<file path="src/rtl/zbreak_pkg.sv">
// Shared definitions for the Z80 opcode-fetch breakpoint unit: config
// register map, FSM encoding and the M1-fetch edge-detect convention that the
// NMI generator uses as well.
package zbreak_pkg;

  // Config register selects.
  localparam logic [3:0] BPSEL_ADDR0 = 4'd0;
  localparam logic [3:0] BPSEL_ADDR1 = 4'd1;
  localparam logic [3:0] BPSEL_ADDR2 = 4'd2;
  localparam logic [3:0] BPSEL_ADDR3 = 4'd3;
  localparam logic [3:0] BPSEL_ADDR4 = 4'd4;
  localparam logic [3:0] BPSEL_ADDR5 = 4'd5;
  localparam logic [3:0] BPSEL_ADDR6 = 4'd6;
  localparam logic [3:0] BPSEL_ADDR7 = 4'd7;
  localparam logic [3:0] BPSEL_EN    = 4'd8;
  localparam logic [3:0] BPSEL_PASS  = 4'd9;
  localparam logic [3:0] BPSEL_STAT  = 4'd10;

  // Breakpoint pulse FSM.
  typedef enum logic [1:0] {
    BP_IDLE  = 2'd0,
    BP_PULSE = 2'd1,
    BP_HOLD  = 2'd2
  } bp_state_e;

  // M1 fetch convention: m1_n is sampled on zpos, mreq_n on zneg; the CPU is
  // in an opcode fetch while both sampled values are low.
  function automatic logic m1_fetch(input logic m1_n_s, input logic mreq_n_s);
    return ~m1_n_s & ~mreq_n_s;
  endfunction

  // A fetch starts on the fclk where was_m1 rises against its previous value.
  function automatic logic fetch_edge(input logic was_m1_now, input logic was_m1_prev);
    return was_m1_now & ~was_m1_prev;
  endfunction

  // Index of the lowest set bit (0 when none is set).
  function automatic logic [1:0] lowest_set(input logic [3:0] v);
    logic [1:0] idx;
    idx = 2'd0;
    for (int i = 3; i >= 0; i--) begin
      if (v[i]) idx = 2'(i);
    end
    return idx;
  endfunction

endpackage

</file>
<file path="src/rtl/zbreak_cmp.sv">
// One breakpoint comparator: a 16-bit address register written a byte at a
// time through the config bus, and a match flag gated by its enable bit.
module zbreak_cmp import zbreak_pkg::*; #(
  parameter int unsigned IDX = 0
) (
  input  logic        clk,
  input  logic        rst_n,
  input  logic        we_i,
  input  logic [3:0]  sel_i,
  input  logic [7:0]  wdata_i,
  input  logic        en_i,
  input  logic [15:0] a_i,
  output logic [15:0] addr_o,
  output logic        match_o
);

  localparam logic [3:0] SEL_LO = BPSEL_ADDR0 + 4'(2 * IDX);
  localparam logic [3:0] SEL_HI = SEL_LO + 4'd1;

  logic [15:0] addr_q, addr_d;

  // Byte-lane update of the breakpoint address.
  always_comb begin
    // NOTE: every always_comb output gets a default before any branch so no latch can be inferred.
    addr_d = addr_q;
    if (we_i && (sel_i == SEL_LO)) addr_d[7:0]  = wdata_i;
    if (we_i && (sel_i == SEL_HI)) addr_d[15:8] = wdata_i;
  end

  // Address register with synchronous reset.
  always_ff @(posedge clk) begin
    // NOTE: the address is a plain register, not RAM, and is reset so readback returns 0 after reset.
    if (!rst_n) begin
      // NOTE: sequential state is always updated with non-blocking assignments.
      addr_q <= '0;
    end else begin
      addr_q <= addr_d;
    end
  end

  assign addr_o  = addr_q;
  assign match_o = en_i & (a_i == addr_q);

endmodule

</file>
<file path="src/rtl/zbreak.sv">
// Z80 opcode-fetch breakpoint unit. Detects M1 fetches, compares the fetch
// address against NUM_BP programmable breakpoints and, subject to the pass
// counter and in_nmi, emits a PULSE_W-cycle imm_nmi pulse to the NMI generator.
module zbreak import zbreak_pkg::*; #(
  parameter int unsigned NUM_BP  = 4,
  parameter int unsigned PULSE_W = 4
) (
  input  logic              fclk,
  input  logic              rst_n,
  input  logic              zpos,
  input  logic              zneg,
  input  logic [15:0]       a,
  input  logic              m1_n,
  input  logic              mreq_n,
  input  logic              in_nmi,
  input  logic              cfg_we,
  input  logic [3:0]        cfg_sel,
  input  logic [7:0]        cfg_wdata,
  output logic [7:0]        cfg_rdata,
  output logic              imm_nmi,
  output logic [NUM_BP-1:0] bp_hit,
  output logic [1:0]        hit_idx
);

  // Fetch detection.
  logic m1_s_q, m1_s_d, mreq_s_q, mreq_s_d, was_m1_q;
  logic was_m1, fetch_start;

  // Config/status state.
  logic [NUM_BP-1:0] en_q, en_d;
  logic [7:0]        pass_q, pass_d;
  logic [NUM_BP-1:0] hit_q, hit_d;
  logic [1:0]        hidx_q, hidx_d;
  logic [7:0]        rdata_q, rdata_d;

  // Pulse FSM.
  bp_state_e state_q, state_d;
  logic [3:0] pcnt_q, pcnt_d;

  // Comparator outputs, padded to the fixed 4-entry register map.
  logic [15:0] addr_all [4];
  logic [3:0]  match4;
  logic        any_match, fire;

  for (genvar n = 0; n < 4; n++) begin : g_bp
    if (n < NUM_BP) begin : g_cmp
      zbreak_cmp #(.IDX(n)) u_cmp (
        .clk     (fclk),
        .rst_n   (rst_n),
        .we_i    (cfg_we),
        .sel_i   (cfg_sel),
        .wdata_i (cfg_wdata),
        .en_i    (en_q[n]),
        .a_i     (a),
        .addr_o  (addr_all[n]),
        .match_o (match4[n])
      );
    end else begin : g_none
      assign addr_all[n] = '0;
      assign match4[n]   = 1'b0;
    end
  end

  assign was_m1      = m1_fetch(m1_s_q, mreq_s_q);
  assign fetch_start = fetch_edge(was_m1, was_m1_q);
  assign any_match   = |match4;
  assign fire        = fetch_start & any_match & (pass_q == '0) & ~in_nmi &
                       (state_q == BP_IDLE);

  // Sample M1 on the Z80 rising edge and MREQ on the falling edge.
  always_comb begin
    m1_s_d   = m1_s_q;
    mreq_s_d = mreq_s_q;
    if (zpos) m1_s_d   = m1_n;
    if (zneg) mreq_s_d = mreq_n;
  end

  // Enable mask and pass counter; a counter write beats a same-cycle decrement.
  always_comb begin
    en_d   = en_q;
    pass_d = pass_q;
    if (cfg_we && (cfg_sel == BPSEL_EN)) en_d = cfg_wdata[NUM_BP-1:0];
    if (fetch_start && any_match && (pass_q != '0)) pass_d = pass_q - 8'd1;
    if (cfg_we && (cfg_sel == BPSEL_PASS)) pass_d = cfg_wdata;
  end

  // Sticky hit status: a new fire sets bits that a same-cycle clear cannot remove.
  always_comb begin
    hit_d  = hit_q;
    hidx_d = hidx_q;
    if (cfg_we && (cfg_sel == BPSEL_STAT)) hit_d = hit_q & ~cfg_wdata[NUM_BP-1:0];
    if (fire) begin
      hit_d  = hit_d | match4[NUM_BP-1:0];
      hidx_d = lowest_set(match4);
    end
  end

  // Pulse FSM: fixed-width pulse, then hold until the current fetch ends.
  always_comb begin
    state_d = state_q;
    pcnt_d  = pcnt_q;
    unique case (state_q)
      BP_IDLE: begin
        if (fire) begin
          state_d = BP_PULSE;
          pcnt_d  = 4'(PULSE_W - 1);
        end
      end
      BP_PULSE: begin
        if (pcnt_q == '0) state_d = BP_HOLD;
        else              pcnt_d  = pcnt_q - 4'd1;
      end
      BP_HOLD: begin
        if (!was_m1) state_d = BP_IDLE;
      end
      default: state_d = BP_IDLE;
    endcase
  end

  // Readback mux for the register addressed by cfg_sel.
  always_comb begin
    logic [3:0] hit4;
    logic [3:0] en4;
    hit4              = '0;
    en4               = '0;
    hit4[NUM_BP-1:0]  = hit_q;
    en4[NUM_BP-1:0]   = en_q;
    rdata_d           = '0;
    case (cfg_sel)
      BPSEL_ADDR0, BPSEL_ADDR1, BPSEL_ADDR2, BPSEL_ADDR3,
      BPSEL_ADDR4, BPSEL_ADDR5, BPSEL_ADDR6, BPSEL_ADDR7:
        rdata_d = cfg_sel[0] ? addr_all[cfg_sel[2:1]][15:8] : addr_all[cfg_sel[2:1]][7:0];
      BPSEL_EN:   rdata_d = {4'b0000, en4};
      BPSEL_PASS: rdata_d = pass_q;
      BPSEL_STAT: rdata_d = {hidx_q, 2'b00, hit4};
      default:    rdata_d = '0;
    endcase
  end

  // All top-level state, synchronously reset.
  always_ff @(posedge fclk) begin
    if (!rst_n) begin
      m1_s_q   <= 1'b1;
      mreq_s_q <= 1'b1;
      was_m1_q <= 1'b0;
      en_q     <= '0;
      pass_q   <= '0;
      hit_q    <= '0;
      hidx_q   <= '0;
      rdata_q  <= '0;
      state_q  <= BP_IDLE;
      pcnt_q   <= '0;
    end else begin
      m1_s_q   <= m1_s_d;
      mreq_s_q <= mreq_s_d;
      was_m1_q <= was_m1;
      en_q     <= en_d;
      pass_q   <= pass_d;
      hit_q    <= hit_d;
      hidx_q   <= hidx_d;
      rdata_q  <= rdata_d;
      state_q  <= state_d;
      pcnt_q   <= pcnt_d;
    end
  end

  assign cfg_rdata = rdata_q;
  assign imm_nmi   = (state_q == BP_PULSE);
  assign bp_hit    = hit_q;
  assign hit_idx   = hidx_q;

endmodule
</file>
<file path="config.mk">
export PLATFORM = sky130hd
export DESIGN_NAME = zbreak
export DESIGN_NICKNAME = d
export VERILOG_FILES = /design/src/rtl/zbreak_pkg.sv /design/src/rtl/zbreak_cmp.sv /design/src/rtl/zbreak.sv
export SDC_FILE = /design/constraint.sdc
export NUM_CORES = 1
export LEC_CHECK = 0
export ABC_AREA = 1
export CAP_MARGIN = 40
export CORE_MARGIN = 5
export CORE_UTILIZATION = 55
export CTS_BUF_LIST = sky130_fd_sc_hd__clkbuf_4
export DETAILED_ROUTE_END_ITERATION = 10
export PLACE_DENSITY_LB_ADDON = 0.1
export SETUP_SLACK_MARGIN = 0.1
export SLEW_MARGIN = 5
export SYNTH_ARGS = -nofsm -noshare
export SYNTH_HDL_FRONTEND = slang
export SYNTH_HIERARCHICAL = 1
export SYNTH_SLANG_ARGS = --single-unit
</file>
<file path="constraint.sdc">
create_clock -name fclk -period 1.75 [get_ports fclk]
set_clock_uncertainty 0.1 [all_clocks]
set_input_delay 0.175 -clock fclk [delete_from_list [all_inputs] [get_ports fclk]]
set_output_delay 0.175 -clock fclk [all_outputs]
set_load 0.005 [all_outputs]
</file>
==> results_dict.tcl <==
set metrics [dict create \
    io_pins 51 \
    fillers 896 \
    gp_congestion 0.9772 \
    setup_slack_ns -0.3517 \
    slowest_stage "dfxtp_2" \
    worstSetupStartpointType "flop" \
    routedWlPerCell_um 15.59 \
    cts_buffers 9 \
    avgSynthCellArea_sq_um 6.257 \
    hpwl_um 13910 \
    final_common_cell "nand2_1" \
    port_buffers 50 \
    htreeDepth 3 \
    postCtsHoldBufs 0 \
    p_per_area_mw_per_mm2 580.5 \
    antenna_found_initial 0 \
    setup_viol 19 \
    path_max_fanout 4 \
    finalSetupTns_ns -5.755 \
    worstSetupEndpointType "flop" \
    status "complete, but fails checks" \
    dieArea_sq_mm 0.01306 \
    grt_max_degree 75 \
    synth.area.top_cells "dfxtp_1 33%, nand2_1 14%, inv_1 10%" \
    final_cell_mix "212 x nand2_1, 140 x inv_1, 133 x buf_4" \
    finalHoldViolations 0 \
    layout_min_cycle_time_ns 2.102 \
    path_clk_slew_ns 0.17 \
    rrSetupSlack_ns -0.35 \
    fin_area_sq_mm 0.008069 \
    netlist.area_leader.share_pct 33.13 \
    start_util_pct 55.67 \
    slew_violations 0 \
    grt_pass1_wl_um 30980 \
    synth-seq-cells 99 \
    cp.arrival_ns 2.41 \
    fp.dieW_um 114.3 \
    max_freq_mhz 475.8 \
    routed_via_density 5.296 \
    r2r-end "bp_hit[3]$_SDFF_PN0_" \
    grt_pass1_vias 6012 \
    drtIter0Drc 693 \
    die_h_um 114.3 \
    drtAntennaViolNets 0 \
    drive_gt1_share_pct 26.80 \
    firstDrtPassIters 5 \
    dp.cells 1243 \
    gr-total-overflow 0 \
    synth_cells 956 \
    max_stage_delay_ns 0.36 \
    ir_drop_mv 0.4551 \
    crit_path_frequent_cell "nand2_1" \
    drc 0 \
    crit_type "reg2reg" \
    cts_tree "built" \
    vias 6768 \
    row_count 38 \
    ys.flop_type "dfxtp_1" \
    r2r_cells 16 \
    p_leak_nw 3.791 \
    timing.rr.start "g_bp[1].g_cmp.u_cmp/addr_o[7]$_SDFFE_PN0P_" \
    clk_path_buf_depth 2 \
    max_cap_violations 0 \
    clock-root-buffer "clkbuf_4" \
    ys_async_sr_fraction_pct 0 \
    nets 1173 \
    yosysTopAreaCell "dfxtp_1" \
    worstSkewPairLatency_ns 0.49 \
    fin_crit_sh_pct 120.1 \
    maxSlewHeadroom_pct 66.21 \
    crit_required_ns 2.06 \
    hold_path.class "in2reg" \
    synth_edf_count 0 \
    wirelength_um 19920 \
    diodes 0 \
    ys_seq_area_share_pct 33.13 \
    rsz0062_at_grt "true" \
    whs_ns 0.05894 \
    violations "setup timing" \
    netlist_area_sq_mm 0.005982 \
    syn-num-nets 996 \
    whs_endpoint "g_bp[3].g_cmp.u_cmp/addr_o[13]$_SDFFE_PN0P_" \
    ys_types 36 \
    path_cells "inv_2 > nand2_1 > nand2_1 > inv_2 > nand2_1 > nor2_2 > nand3_1 > nor2_2 > nor2_2 > nand2_2 > inv_2 > nor2_4 > nand3_2 > nor2_4 > nand2_1 > a21oi_1" \
    track_usage_pct 30.29 \
    cts_sinks 99 \
    final_cells 1278 \
    postPlaceCellArea_sq_mm 0.007511 \
    worst_pin_slew_ns 0.5053 \
    ys_warn_count 6 \
    whs_path_depth 4 \
    area_delta_synth_final_pct 34.89 \
    dp_slack_ns -0.8076 \
    hp-start "rst_n" \
    fp.coreArea_sq_mm 0.01075 \
]
-- worst max-delay path by stage --
stage / start / end / slack (ns)
after detailed placement: a[4] / pass_q[5]$_SDFFE_PN0P_ / -0.81
after global routing: g_bp[1].g_cmp.u_cmp/addr_o[7]$_SDFFE_PN0P_ / bp_hit[3]$_SDFF_PN0_ / -0.45
after global placement: a[4] / pass_q[5]$_SDFFE_PN0P_ / -0.72
after CTS: g_bp[2].g_cmp.u_cmp/addr_o[1]$_SDFFE_PN0P_ / pass_q[5]$_SDFFE_PN0P_ / -0.27
after floorplan: g_bp[1].g_cmp.u_cmp/addr_o[11]$_SDFFE_PN0P_ / pass_q[5]$_SDFFE_PN0P_ / 0.05
final: g_bp[1].g_cmp.u_cmp/addr_o[7]$_SDFFE_PN0P_ / bp_hit[3]$_SDFF_PN0_ / -0.35
-- registers in the layout, summed over array words and instances (netlist names), 2 cells and up --
register                 flops
cfg_rdata                    8
pcnt_q                       4
state_q                      2
g_bp.g_cmp.u_cmp/addr_o     64
bp_hit                       4
en_q                         4
hit_idx                      2
pass_q                       8
-- power breakdown --
part / switching [mW] / total (mW) / internal, mW
Combinational: 0.532 / 0.916 / 0.384
Sequential: 0.0335 / 2.34 / 2.31
Clock: 0.829 / 1.43 / 0.598
Total: 1.39 / 4.68 / 3.29
-- metal layers --
layer / up-vias / global-route usage [%] / wire length, um
met5: - / 0 / 0
met4: 0 / 13.78 / 658
met3: 59 / 3.964 / 1840
met2: 360 / 47.74 / 9206
met1: 2986 / 41.33 / 8214
li1: 3363 / - / -
-- cells in the mapped netlist (2+ instances only) --
master and count:
a21oi_1 86, buf_2 10, buf_4 4, buf_6 8, clkbuf_1 3, dfxtp_1 99
ha_1 4, inv_1 164, inv_2 4, nand2_1 227, nand2_2 2, nand3_1 52
nand3_2 4, nand3_4 3, nand3b_1 2, nand3b_4 2, nor2_1 122, nor2_2 2
nor2_4 6, nor3_1 2, o211ai_1 4, o21ai_0 87, o21ai_1 19, o21ai_2 6
o22ai_1 12, xnor2_1 6, xor2_1 7
-- final cells by class --
type / instances / area (sq um) / area share (%)
sequential: 99 / 2033 / 25.20
multi-input combinational: 662 / 3383 / 41.93
clock inverter: 6 / 90.09 / 1.116
clock buffer: 10 / 75.07 / 0.9304
inverter: 169 / 634.4 / 7.862
tap: 140 / 175.2 / 2.171
timing repair buffer: 192 / 1678 / 20.79
-- kinds of logic (layout without fill, tap and decap cells) --
family / Yosys count / after routing / share of synthesized area [%]
xor gates and xnor gates: 13 / 13 / 1.903
adders and majority gates: 4 / 4 / 0.8367
DFF: 99 / 99 / 33.13
AOI/OAI and AO/OA: 216 / 216 / 18.97
and+or+nand+nor: 429 / 429 / 31.44
buffers and inverters: 195 / 377 / 13.72
-- through the flow --
stage                     utilization (%)  power [mW]
after detailed placement            69.90       3.244
final                               75.09       4.684
after floorplan                         -       2.805
after global placement              69.90       3.236
after CTS                           73.51       4.654
after global routing                75.09       4.869
-- repair_timing --
action	CTS	global route
setup endpoints to repair	25	28
gates resized for setup	45	67
buffers inserted	20	7
pin swaps	25	28
-- worst max-delay path: cells and delay by family (launching register included) --
| family | cells | cell delay (ns) |
|---|---|---|
| simple gates | 12 | 1.26 |
| compound gates | 1 | 0.14 |
| buf+inv | 3 | 0.17 |
| flops | 1 | 0.36 |
Power figures use the tool's default switching activity.
